## config.mk

```make
export PLATFORM = sky130hd
export DESIGN_NAME = s3g_rx_mb
export DESIGN_NICKNAME = d
export VERILOG_FILES = /design/src/rtl/s3g_rx_mb.sv
export SDC_FILE = /design/constraint.sdc
export NUM_CORES = 1
export LEC_CHECK = 0
export CAP_MARGIN = 0
export CORE_MARGIN = 3
export CORE_UTILIZATION = 55
export DETAILED_ROUTE_END_ITERATION = 16
export GPL_TIMING_DRIVEN = 0
export MAX_ROUTING_LAYER = met4
export PLACE_DENSITY = 0.72
export SLEW_MARGIN = 15
export SYNTH_ARGS = -nofsm -noshare
export SYNTH_HDL_FRONTEND = slang
export SYNTH_SLANG_ARGS = --single-unit
```

## constraint.sdc

```tcl
create_clock -name clk -period 3.9 [get_ports clk]
set_input_delay 0.975 -clock clk [delete_from_list [all_inputs] [get_ports clk]]
set_output_delay 0.975 -clock clk [all_outputs]
set_load 0.02 [all_outputs]
```

## src/rtl/s3g_rx_mb.sv

```systemverilog
// s3g_rx_mb: S3G packet receiver (0xD5 / length / payload / CRC8 framing)
// with an NBUF-slot payload store drained through a ready/ack handshake
// and a registered byte-addressed read port.
module s3g_rx_mb #(
    parameter int MAX_PAYLOAD = 32,
    parameter int NBUF        = 2,
    parameter int TIMEOUT     = 100000,
    localparam int AW = (MAX_PAYLOAD > 1) ? $clog2(MAX_PAYLOAD) : 1,
    localparam int BW = (NBUF > 1) ? $clog2(NBUF) : 1
) (
    input  logic          clk,
    input  logic          rst,
    input  logic [7:0]    rx_data,
    input  logic          rx_done,
    output logic          packet_done,
    output logic          packet_error,
    output logic [2:0]    err_code,
    output logic          pkt_valid,
    output logic [7:0]    pkt_len,
    input  logic [AW-1:0] pkt_rd_addr,
    output logic [7:0]    pkt_rd_data,
    input  logic          pkt_ack,
    output logic [BW:0]   pkt_count
);

    localparam logic [1:0] ST_IDLE    = 2'd0;
    localparam logic [1:0] ST_LEN     = 2'd1;
    localparam logic [1:0] ST_PAYLOAD = 2'd2;
    localparam logic [1:0] ST_CHECK   = 2'd3;

    localparam logic [2:0] ERR_LEN     = 3'd1;
    localparam logic [2:0] ERR_CRC     = 3'd2;
    localparam logic [2:0] ERR_TIMEOUT = 3'd3;
    localparam logic [2:0] ERR_FULL    = 3'd4;

    localparam logic [7:0]  MAXP  = 8'(MAX_PAYLOAD);
    localparam logic [31:0] TO    = 32'(TIMEOUT);
    localparam logic [BW:0] NFULL = (BW+1)'(NBUF);
    localparam logic [BW:0] ONE   = (BW+1)'(1);

    logic [1:0]    state;
    logic          full;
    logic [7:0]    len_r;
    logic [7:0]    idx;
    logic [7:0]    crc;
    logic [31:0]   tcnt;
    logic [BW-1:0] wr_ptr;
    logic [BW-1:0] rd_ptr;

    logic [7:0] mem      [NBUF][2**AW];
    logic [7:0] slot_len [NBUF];

    logic commit;
    logic ack_ok;
    logic mem_we;
    logic timeout_hit;

    // Dallas/Maxim CRC8: reflected poly 0x8C, LSB first
    function automatic logic [7:0] crc8_byte(input logic [7:0] c, input logic [7:0] d);
        logic [7:0] r;
        logic [7:0] b;
        logic       mix;
        r = c;
        b = d;
        for (int unsigned i = 0; i < 8; i++) begin
            mix = r[0] ^ b[0];
            r   = r >> 1;
            if (mix) r = r ^ 8'h8C;
            b   = b >> 1;
        end
        return r;
    endfunction

    function automatic logic [BW-1:0] ptr_inc(input logic [BW-1:0] p);
        return (p == BW'(NBUF - 1)) ? '0 : p + 1'b1;
    endfunction

    // Handshake and write-enable decode for the current cycle
    always_comb begin
        commit      = rx_done && (state == ST_CHECK) && !full && (rx_data == crc);
        ack_ok      = pkt_ack && pkt_valid;
        mem_we      = rx_done && (state == ST_PAYLOAD) && !full;
        timeout_hit = (TIMEOUT != 0) && (tcnt == TO - 32'd1);
    end

    assign pkt_valid = (pkt_count != '0);
    assign pkt_len   = slot_len[rd_ptr];

    // Payload store: written while parsing, never reset
    always_ff @(posedge clk) begin
        if (mem_we) mem[wr_ptr][idx[AW-1:0]] <= rx_data;
    end

    // Parser FSM, slot bookkeeping and registered read port
    always_ff @(posedge clk or posedge rst) begin
        if (rst) begin
            state        <= ST_IDLE;
            full         <= 1'b0;
            len_r        <= '0;
            idx          <= '0;
            crc          <= '0;
            tcnt         <= '0;
            wr_ptr       <= '0;
            rd_ptr       <= '0;
            pkt_count    <= '0;
            packet_done  <= 1'b0;
            packet_error <= 1'b0;
            err_code     <= '0;
            pkt_rd_data  <= '0;
            for (int unsigned i = 0; i < NBUF; i++) slot_len[i] <= '0;
        end else begin
            packet_done  <= 1'b0;
            packet_error <= 1'b0;
            pkt_rd_data  <= mem[rd_ptr][pkt_rd_addr];

            // Commit and ack in the same cycle cancel out in the count
            if (commit && !ack_ok)      pkt_count <= pkt_count + ONE;
            else if (!commit && ack_ok) pkt_count <= pkt_count - ONE;
            if (ack_ok) rd_ptr <= ptr_inc(rd_ptr);

            if (rx_done) begin
                tcnt <= '0;
                case (state)
                    ST_IDLE: begin
                        if (rx_data == 8'hD5) begin
                            state <= ST_LEN;
                            full  <= (pkt_count == NFULL);
                        end
                    end
                    ST_LEN: begin
                        if (rx_data == 8'h00 || rx_data > MAXP) begin
                            packet_error <= 1'b1;
                            err_code     <= ERR_LEN;
                            state        <= ST_IDLE;
                        end else begin
                            len_r <= rx_data;
                            idx   <= '0;
                            crc   <= '0;
                            state <= ST_PAYLOAD;
                        end
                    end
                    ST_PAYLOAD: begin
                        crc <= crc8_byte(crc, rx_data);
                        idx <= idx + 8'd1;
                        if (idx == len_r - 8'd1) state <= ST_CHECK;
                    end
                    default: begin
                        if (full) begin
                            packet_error <= 1'b1;
                            err_code     <= ERR_FULL;
                        end else if (rx_data != crc) begin
                            packet_error <= 1'b1;
                            err_code     <= ERR_CRC;
                        end else begin
                            slot_len[wr_ptr] <= len_r;
                            wr_ptr           <= ptr_inc(wr_ptr);
                            packet_done      <= 1'b1;
                        end
                        state <= ST_IDLE;
                    end
                endcase
            end else if (state != ST_IDLE) begin
                if (timeout_hit) begin
                    packet_error <= 1'b1;
                    err_code     <= ERR_TIMEOUT;
                    state        <= ST_IDLE;
                    tcnt         <= '0;
                end else begin
                    tcnt <= tcnt + 32'd1;
                end
            end
        end
    end

endmodule

```

======== Word level (Yosys, flattened, before mapping) ========
Memories as Yosys holds them, arrays and structs flattened.
Cells that the tools add are included.
word-level totals
  register bits after elaboration ......... 92
  memory bits (writable) .................. 512
  bits of input ports ..................... 17
  output and inout port bits .............. 24
  word-level logic and storage cells ...... 169
  memories ................................ 1
memory list
  memory  words  width  rd ports  clocked after memory_dff  write ports  line  RTL
  mem     2      256    1         0                         1            50    logic [7:0] mem [NBUF][2**AW];
cells by class
  add/sub/neg operators ................... 7
  $lt $le $gt $ge ......................... 7
  equal/unequal tests ..................... 15
  mux-type cells .......................... 70
  bitwise gates (word level) .............. 24
  reductions and logical operators ........ 30
operators with widths
  kind                                                    number
  2-to-1 mux 256 bit                                      1
  2-to-1 mux 8 bit                                        30
  2-to-1 mux 32 bit                                       3
  binary-select mux 8 bit (select 5 bit)                  1
  demux 8 bit (select 5 bit)                              1
  adder 32 x 1 -> 32 bit (second input constant)          1
  equality test 32 x 17 -> 1 bit (second input constant)  1
  case mux 8 bit (2 select lines)                         2
  NOT 2 -> 3 bit                                          8
  2-to-1 mux 3 bit                                        6
  bitwise mux 16 bit                                      1
  equality test 8 bit                                     2
  2-to-1 mux 2 bit                                        8
  2-to-1 mux 1 bit                                        13
  >= comparator 6 bit (second input constant)             2
  NOT 5 -> 6 bit                                          2
  nonzero test 2 bit                                      6
  logical AND 1 bit                                       10
  AND reduction 3 bit                                     3
  adder 8 x 1 -> 8 bit (second input constant)            1
  demux 8 bit (select 1 bit)                              1
  equality test 8 bit (second input constant)             1
  > comparator 8 x 6 -> 1 bit (second input constant)     1
  zero test 8 bit                                         1
  other kinds (27)                                        47

======== Logic depth before layout (Yosys ltp) ========
Gate-level depths: netlist of run 1.
  depth after elaboration ................. 31
  mapped depth ............................ 9
  depth with buffers taken out ............ 7

======== Least setup slack after synthesis of run 1 ========
No wires, ideal clock.
  kind .................................... input -> register
  start point ............................. in pkt_rd_addr[0]
  end point ............................... reg pkt_rd_data[7]
  setup time .............................. 0.124 ns
  arrival ................................. 2.825 ns
  required time ........................... 3.776 ns
  path slack .............................. 0.951 ns
  stages .................................. 8
  path buffers ............................ 4
  path through ............................ clkbuf_1 > buf_4 > buf_2 > buf_4 > mux4_2 > a221oi_1 > o21ai_0 > a211o_1
between the ends
  cells in the longest elaborated chain, start to end .. 4
ends and longest elaborated chain
  what                                                 line  RTL
  start, declared                                      20    input logic [AW-1:0] pkt_rd_addr,
  NOT 5 -> 6 bit (implied by the code)                 114   pkt_rd_data <= mem[rd_ptr][pkt_rd_addr];
  binary-select mux 8 bit (select 5 bit)               114
  2-to-1 mux 8 bit (implied by the code) (2 in a row)  114
  end signal, assigned                                 114
  end, declared                                        21    output logic [7:0] pkt_rd_data,
No other way between the ends. The select of a mux whose other input is x is not followed.
A chain may end at the register's enable or synchronous reset.

======== Final worst setup path of run 1 ========
  start point ............................. in rx_done
  end point ............................... mem mem[1][16] (netlist name) (enable)
between the ends
  cells in the longest elaborated chain, start to end .. 4
ends and longest elaborated chain
  what                                      line  RTL
  start, declared                           14    input logic rx_done,
  logical AND 1 bit (2 in a row)            82    mem_we = rx_done && (state == ST_PAYLOAD) && !full;
  2-to-1 mux 1 bit                          91    if (mem_we) mem[wr_ptr][idx[AW-1:0]] <= rx_data;
  2-to-1 mux 256 bit (implied by the code)  91
  end, declared                             50
No other way between the ends.

==> results.md, run 1 <==
* DRT Wirelength at 58,600 µm
* MaxCap Viol Count at 0
* Iter 0 DRT Violations at 1,697
* Die area at 47,300 µm²
* EDFF count, synth at 512
* RSZ-0062 raised after global routing: true
* Yosys Warn Count at 0
* HPWL Detailed at 38,500 µm
* Post-Synth Adder-Cell Area at 0.00356
* Final Non-Filler Cells at 2,112
* Pins Over Slew Limit at 0
* Crit. End Element: flip-flop
* Antenna-violating nets left at 0
* Initial antenna violation count at 0
* CTS buffer count at 59
* Largest fanout on the critical path at 10
* Critical path required time at 4140 ps
* Via count at 13,500
* Tmin final at 3910 ps
* CTS HTree Levels at 2
* Clk slew on worst S/H paths at 60 ps
* CTS root buffer: clkbuf_16
* # setup viols final at 8
* Placement Rows at 76
* Post-Place Cells at 2,005
* Data arrival, critical path at 4150 ps
* Number of global-route vias before repair at 13,500
* Die Height at 217 µm
* HP Class: flip-flop to flip-flop
* GRT Overall Usage at 0.262
* Dpl cell area at 25,800 µm²
* Mapped Nets at 1,400
* Compound-Gate Fraction of Synth Area at 0.0330
* Final Cycle Share at 1.00
* #FFs+latches synth at 604
* Synth cell types at 65
* Power Density at 475 nW/µm²
* Hold Fails Final Rpt at 0
* Synth Cell Area at 24,600 µm²
* Pre-antenna DRT Iters at 5
* Post-Synth XOR/XNOR Area at 0.0221
* Routed WL per cell at 27.8 µm
* Largest family of logic cells by synthesized area: multiplexers
* P_leak at 9.17 nW
* Deepest clock path buffer count at 3
* Slew at the pin closest to its max-slew limit at 1130 ps
* Top_reg_cell synth: edfxtp_1
* First-pass GRT wire length at 88,100 µm
* GRT overflow at 0
* Total negative slack at -87.1 ps
* Average size of a mapped cell at 17.9 µm²
* Post-Route Skew at 20.4 ps
* CP Class: input pin to flip-flop
* Ports at 41
* Run status: complete, but fails checks
* Leading cell types in the layout, fill and taps excluded: edfxtp_1, mux4_2, nor2_1
* Post-synth ARST share at 0.152
* Simple-gate share of the synthesized area at 0.0661
* Vias per inst at 6.40
* Hold-fix buffers, CTS at 0
* Startpoint class of the critical path: input pin
* Setup WS post-layout at -14.8 ps
* DRC at 0
* Mux contribution to synthesized area at 0.141
* Failing checks: negative setup slack
* CTS tree: done
* Core area at 43,600 µm²
* Width of the chip at 217 µm
* Pre-CTS WS at -635 ps
* Total power at 0.0132 W
* Ant diodes at 0
* Cell count after synthesis at 1,376
* Layout overhead on the synthesized area at 12.9%
* PortBufs at 36
* Commonest non-fill, non-tap cell in the layout: edfxtp_1
* Sequential element share of the synthesized area at 0.719
* Finished Cell Area at 27,800 µm²
* Share of cells above drive strength 1 at 0.213
* Placer Congestion at 0.906
* Slew HR at 0.249
* Fin nets at 1,503
* VDD IR max at 0.383 mV
* Initial Util at 0.564
* Clock sink total at 604
* Worst skew pair latency at 620 ps
* Fmax at 255 MHz
* Largest net degree at the start of global routing at 85
-- sequential cells by signal (all words and copies together) (netlist names), 3 cells and up --
name	count
crc	8
err_code	3
idx	8
len_r	8
mem	512
pkt_rd_data	8
slot_len	16
tcnt	32
-- repair_timing --
| item | CTS | global route |
|---|---|---|
| gates cloned | 0 | 0 |
| buffers inserted | 0 | 0 |
| endpoints found under the setup margin | 8 | 211 |
| resized for setup | 3 | 16 |
| endpoints found under the hold margin | 0 | 0 |
-- routing by layer --
layer  track usage  part of all wire  up-vias
met5             -                 0        -
met4        0.0783             0.031        0
met3        0.0559             0.099      119
met2         0.384              0.46      751
met1         0.379              0.41     6953
li1              -                 -     5694
-- path summary, 6_finish.rpt --
path	slack, ps	to	from	cells past startpoint
setup reg to reg	400	mem[0][126]$_DFFE_PP_	state[1]$_DFFE_PP0P_	6
hold / removal	500	slot_len[10]$_DFFE_PP0P_	slot_len[10]$_DFFE_PP0P_	1
min in group asynchronous	660	pkt_rd_data[1]$_DFF_PP0_	rst	2
hold reg to reg	500	slot_len[10]$_DFFE_PP0P_	slot_len[10]$_DFFE_PP0P_	1
setup / recovery	-10	mem[1][16]$_DFFE_PP_	rx_done	7
max in group asynchronous	2570	err_code[2]$_DFFE_PP0P_	rst	3
-- critical path, cell delays in order --
cell and delay (ps):
clkdlybuf4s50_1 530, buf_1 380, and3b_1 260, clkbuf_1 330, and3_1 310, nand2_1 470, nor2_1 870
-- cell usage after synthesis (9+ instances only) --
| cell type | instances | area, µm² |
|---|---|---|
| dfrtp_1 | 92 | 2300 |
| a21oi_1 | 16 | 80.1 |
| nor2b_1 | 12 | 75.1 |
| nor3_1 | 16 | 80.1 |
| mux2_2 | 26 | 293 |
| nand2_1 | 54 | 203 |
| o21ai_0 | 20 | 100 |
| buf_2 | 20 | 100 |
| edfxtp_1 | 512 | 15400 |
| clkbuf_1 | 32 | 120 |
| nand3_1 | 22 | 110 |
| nand4_1 | 15 | 93.8 |
| nand2b_1 | 10 | 62.6 |
| xnor2_1 | 38 | 333 |
| mux4_2 | 134 | 3020 |
| xor2_1 | 24 | 210 |
| or4_1 | 9 | 67.6 |
| mux2i_1 | 16 | 160 |
| or3_1 | 11 | 68.8 |
| o22ai_1 | 35 | 219 |
| inv_1 | 17 | 63.8 |
| nor4_1 | 15 | 93.8 |
| nor2_1 | 120 | 450 |
-- report_power, final --
| group | leakage [nW] | total [W] | switching (W) | internal [W] |
|---|---|---|---|---|
| combinational | 2.42 | 0.000550 | 0.000362 | 0.000188 |
| clock | 0.927 | 0.00561 | 0.00239 | 0.00322 |
| sequential | 5.83 | 0.00703 | 0.0000107 | 0.00702 |
-- layout make-up --
cell class                      instances  area [µm²]
Sequential cell                       604       17700
Clock buffer                           83        1660
Timing Repair Buffer                   44         490
Buffer                                 66         323
Clock inverter                         26         244
Inverter                               17        68.8
Tap cell                              585         732
Fill cell                            2968       15900
Multi-Input combinational cell        687        6580
-- metrics by stage --
stage          utilization  hold WS [ps]
2_1_floorplan            -           455
3_3_place_gp         0.589           482
3_5_place_dp         0.592           493
4_1_cts              0.635           506
5_1_grt              0.636           527
6_report             0.636           502
-- kinds of logic (layout without fill, tap and decap cells) --
family,Yosys count,count (layout)
flops,604,604
buf+inv,85,236
simple gates,322,322
xor+xnor,62,62
fa+ha+maj,7,7
mux,176,176
compound gates,120,120
(Power assumes the default switching activity.)
==> inputs of run 2 (changes only) <==
--- a/config.mk
+++ b/config.mk
@@ -7,11 +7,10 @@
 export LEC_CHECK = 0
 export CAP_MARGIN = 0
 export CORE_MARGIN = 3
-export CORE_UTILIZATION = 55
+export CORE_UTILIZATION = 45
 export DETAILED_ROUTE_END_ITERATION = 16
 export GPL_TIMING_DRIVEN = 0
 export MAX_ROUTING_LAYER = met4
-export PLACE_DENSITY = 0.72
 export SLEW_MARGIN = 15
 export SYNTH_ARGS = -nofsm -noshare
 export SYNTH_HDL_FRONTEND = slang
==> constraint.sdc (replaced) <==
create_clock -name clk -period 3.9 [get_ports clk]
set_input_delay 0.78 -clock clk [delete_from_list [all_inputs] [get_ports clk]]
set_output_delay 0.78 -clock clk [all_outputs]
set_load 0.02 [all_outputs]
==> results.md, run 2 (same netlist as run 1, synthesis figures left out) <==
* CTS tree: done
* Post-Place Cells at 2,112
* Share of total power in combinational logic at 0.041
* Clock sink total at 604
* Grt met1 use at 0.320
* Pins Over Slew Limit at 0
* Tmin final at 3780 ps
* DRC at 0
* Iter 0 DRT Violations at 1,269
* Hold-fix buffers, CTS at 0
* Pre-antenna DRT Iters at 5
* Crit. End Element: flip-flop
* Clk slew on worst S/H paths at 60 ps
* Via count at 13,400
* Slew at the pin closest to its max-slew limit at 1150 ps
* Deepest clock path buffer count at 3
* Placement Rows at 85
* Post-Route Skew at 24.9 ps
* DRT Wirelength at 62,000 µm
* Ports at 41
* Critical path required time at 4140 ps
* CTS buffer count at 61
* Reg power frac at 0.524
* PortBufs at 36
* Commonest non-fill, non-tap cell in the layout: edfxtp_1
* Placer Congestion at 0.886
* Filler Cell Count at 4,354
* Met3 usage at 0.0364
* CP cell instances: clkdlybuf4s50_1 > buf_1 > and3b_1 > clkbuf_1 > and3_1 > nand2_1 > nor2_1
* Data arrival, critical path at 4020 ps
* Largest net degree at the start of global routing at 80
* Final core occ at 0.518
* Antenna-violating nets left at 0
* Largest fanout on the critical path at 10
* CTS HTree Levels at 2
* VDD IR max at 0.376 mV
* Leading cell types in the layout, fill and taps excluded: edfxtp_1, mux4_2, nor2_1
* MaxCap Viol Count at 0
* CP Class: input pin to flip-flop
* Power Density at 481 nW/µm²
* Max reg flops at 512
* Sw Pwr at 0.00288 W
* CTS root buffer: clkbuf_16
* HP Class: input pin to asynchronous set/reset pin
* Initial Util at 0.456
* Run status: finished, final reports clean
* Vias per inst at 6.02
* Final Cycle Share at 0.969
* Ant diodes at 0
* Startpoint class of the critical path: input pin
* CP max stage delay at 890 ps
* Total power at 0.0134 W
* Slowest stage cell, crit path: nor2_1
* P_int at 0.0105 W
* Final Non-Filler Cells at 2,225
* Hold Fails Final Rpt at 0
* Core area at 53,900 µm²
* Die area at 57,500 µm²
* Met2 usage at 0.346
* Routed WL per cell at 27.9 µm
* Fmax at 265 MHz
* # setup viols final at 0
* Number of global-route vias before repair at 13,600
* Die Height at 240 µm
* P_leak at 9.18 nW
* Width of the chip at 240 µm
* Layout overhead on the synthesized area at 13.5%
* Fin nets at 1,501
* Most Crowded Layer GR: met2
* HPWL Detailed at 39,800 µm
* GRT Overall Usage at 0.226
* RSZ-0062 raised after global routing: true
* Slew HR at 0.236
* Worst skew pair latency at 640 ps
* First-pass GRT wire length at 91,400 µm
* Clk pwr share at 0.435
* Sw Share at 0.215
* Share of cells above drive strength 1 at 0.205
* Initial antenna violation count at 0
* GRT overflow at 0
==> run 2: worst paths after layout <==
path                                              start                       to  slack, ps  cells after the start
worst min-delay path                                rst       crc[5]$_DFFE_PP0P_        470                      2
min in group clk                slot_len[5]$_DFFE_PP0P_  slot_len[5]$_DFFE_PP0P_        500                      1
max in group asynchronous                           rst       idx[6]$_DFFE_PP0P_       2760                      3
worst max register to register     state[1]$_DFFE_PP0P_     mem[0][23]$_DFFE_PP_        440                      6
worst max-delay path                            rx_done     mem[1][31]$_DFFE_PP_        120                      7
worst min register to register  slot_len[5]$_DFFE_PP0P_  slot_len[5]$_DFFE_PP0P_        500                      1
==> run 2: timing repair <==
action | CTS | global route
setup buffers | 0 | 0
resized for setup | 2 | 11
endpoints found under the setup margin | 8 | 98
==> run 2: stage by stage <==
stage	area [µm²]	hold slack [ps]	setup TNS [ps]	worst slack, ps
after floorplan	24600	455	0	728
after global placement	25800	483	-299480	-1760
final	27900	466	0	121
after CTS	27900	437	0	2.85
after global routing	27900	455	-1250	-77.6
after detailed placement	25900	492	-127300	-546
==> run 2: power groups by stage <==
stage / clock [W] / combinational, W / sequential, W
final: 0.00584 / 0.000550 / 0.00703
after detailed placement: 0 / 0.000552 / 0.00717
after global placement: 0 / 0.000530 / 0.00718
after floorplan: 0 / 0.000261 / 0.00718
after global routing: 0.00619 / 0.000585 / 0.00703
after CTS: 0.00593 / 0.000553 / 0.00703
==> run 2: layout make-up <==
| type | count | area (µm²) | share of cell area |
|---|---|---|---|
| clock buffer | 73 | 1570 | 0.0563 |
| multi-input combinational | 687 | 6560 | 0.235 |
| inverter | 17 | 68.8 | 0.00247 |
| clock inverter | 42 | 422 | 0.0151 |
| buffer | 66 | 318 | 0.0114 |
| sequential | 604 | 17700 | 0.633 |
| tap | 696 | 871 | 0.0312 |
| timing repair buffer | 40 | 428 | 0.0153 |
==> run 2: layer usage <==
layer / wire length, µm / vias up
li1: - / 5697
met1: 26600 / 7024
met2: 29200 / 552
met3: 4600 / 119
met4: 1650 / 0
met5: 0 / -
==> run 2: worst max-delay path: cells and delay by family <==
family                 cells  cell delay [ps]
and+or+nand+nor            4             1890
buffers and inverters      3             1340
==> inputs of run 3 (changes only) <==
--- a/config.mk
+++ b/config.mk
@@ -6,6 +6,7 @@
 export NUM_CORES = 1
 export LEC_CHECK = 0
 export CAP_MARGIN = 0
+export CORE_ASPECT_RATIO = 1.5
 export CORE_MARGIN = 3
 export CORE_UTILIZATION = 45
 export DETAILED_ROUTE_END_ITERATION = 16
==> results.md, run 3 (same netlist as run 1, synthesis figures left out) <==
* Run status: complete, but fails checks
* Failing checks: negative setup slack
* CP Class: input pin to flip-flop
* DRC at 0
* Fin nets at 1,497
* DRT Wirelength at 61,500 µm
* Worst R2R Setup Slack at 330 ps
* Tmin final at 3920 ps
* Power Density at 478 nW/µm²
* Seq. cell area at 17,700 µm²
* Via count at 13,100
* Data arrival, critical path at 4150 ps
* GRT Overall Usage at 0.224
* Max reg flops at 512
* Reg2Reg Depth at 6
* HP Class: flip-flop to flip-flop
* Hold WS at 504 ps
* Placer Congestion at 0.923
* Crit. End Element: flip-flop
* Final Cycle Share at 1.00
* Worst Hold End: slot_len[12]$_DFFE_PP0P_
* Critical path required time at 4130 ps
* HPWL Detailed at 41,400 µm
* Die area at 57,600 µm²
* Antenna-violating nets left at 0
* Number of global-route vias before repair at 13,700
* Initial antenna violation count at 1
* Post-CTS Setup Repair Bufs at 0
* Routed WL per cell at 27.9 µm
* Final Non-Filler Cells at 2,206
* Iter 0 DRT Violations at 1,214
* PortBufs at 36
* HP Start: slot_len[12]$_DFFE_PP0P_
* Core area at 53,900 µm²
* Slowest stage cell, crit path: nor2_1
* Post-Route Skew at 28.5 ps
* Setup WS post-layout at -17.9 ps
* Worst Hold Depth at 1
* Pre-antenna DRT Iters at 7
* Clock sink total at 604
* Post-Place Cells at 2,107
* CP cell instances: clkdlybuf4s50_1 > buf_1 > and3b_1 > clkbuf_1 > and3_1 > nand2_1 > nor2_1
* Total negative slack at -130 ps
* Area of the multi-input gates at 6600 µm²
* Slew HR at 0.287
* MaxCap Viol Count at 0
* CTS buffer count at 55
* Commonest non-fill, non-tap cell in the layout: edfxtp_1
* CTS HTree Levels at 2
* Largest delay contributor family on the critical path: simple AND/OR/NAND/NOR gates
* Share of cells above drive strength 1 at 0.221
* CP max stage delay at 970 ps
* Worst skew pair latency at 620 ps
* P_leak at 9.17 nW
* CTS root buffer: clkbuf_16
* VDD IR max at 0.310 mV
* # setup viols final at 12
* Hold-fix buffers, CTS at 0
* Fmax at 255 MHz
* Pins Over Slew Limit at 0
* Finished Cell Area at 27,900 µm²
* Clk slew on worst S/H paths at 60 ps
* GRT overflow at 0
* Leading cell types in the layout, fill and taps excluded: edfxtp_1, mux4_2, nor2_1
* Slew at the pin closest to its max-slew limit at 1070 ps
* Largest fanout on the critical path at 10
* Layout overhead on the synthesized area at 13.5%
* Number of buffers and inverters on the critical path at 3
* Filler Cell Count at 4,438
* CTS tree: done
* Vias per inst at 5.96
* Deepest clock path buffer count at 3
* Initial Util at 0.457
* Placement Rows at 104
* R2R Path End: mem[0][92]$_DFFE_PP_
* RSZ-0062 raised after global routing: true
* First-pass GRT wire length at 91,300 µm
* Dpl cell area at 25,900 µm²
* Ports at 41
* Largest net degree at the start of global routing at 69
* Die Height at 292 µm
* Worst R2R Start: state[1]$_DFFE_PP0P_
* Post-CTS sizing at 2
* Width of the chip at 197 µm
* Hold Fails Final Rpt at 0
* Startpoint class of the critical path: input pin
## run 3: cell type report
type / instances / area share
clock buffer: 64 / 0.0527
timing repair buffer: 42 / 0.0163
antenna: 1 / 0.0000896
clock inverter: 36 / 0.0165
inverter: 17 / 0.00246
sequential: 604 / 0.633
multi-input combinational: 687 / 0.236
tap: 689 / 0.0309
buffer: 66 / 0.0114
## run 3: power breakdown
part           switching [W]  internal [W]
Clock                0.00239       0.00337
Combinational       0.000369      0.000184
Sequential        0.00000804       0.00702
## run 3: layer usage
layer  track usage  share of wire
met1         0.267           0.37
met2         0.387           0.53
met3        0.0299          0.055
met4        0.0905          0.045
met5             -              0
## run 3: per-stage QoR
step	utilization	power (W)	worst slack (ps)
CTS	0.517	0.0134	49.2
global placement	0.479	0.00772	-1590
finish	0.518	0.0133	-17.9
detailed placement	0.481	0.00772	-550
floorplan	-	0.00744	728
global route	0.518	0.0137	-130
## run 3: worst max-delay path by stage
stage,start,end,slack [ps],cells past startpoint
finish,rx_done,mem[1][77]$_DFFE_PP_,-20,7
global route,rx_done,mem[1][109]$_DFFE_PP_,-130,7
CTS,rd_ptr$_DFFE_PP0P_,pkt_len[4],50,5
detailed placement,rx_done,mem[1][76]$_DFFE_PP_,-550,7
global placement,rx_data[2],slot_len[9]$_DFFE_PP0P_,-1590,7
floorplan,rst,crc[0]$_DFFE_PP0P_,730,1
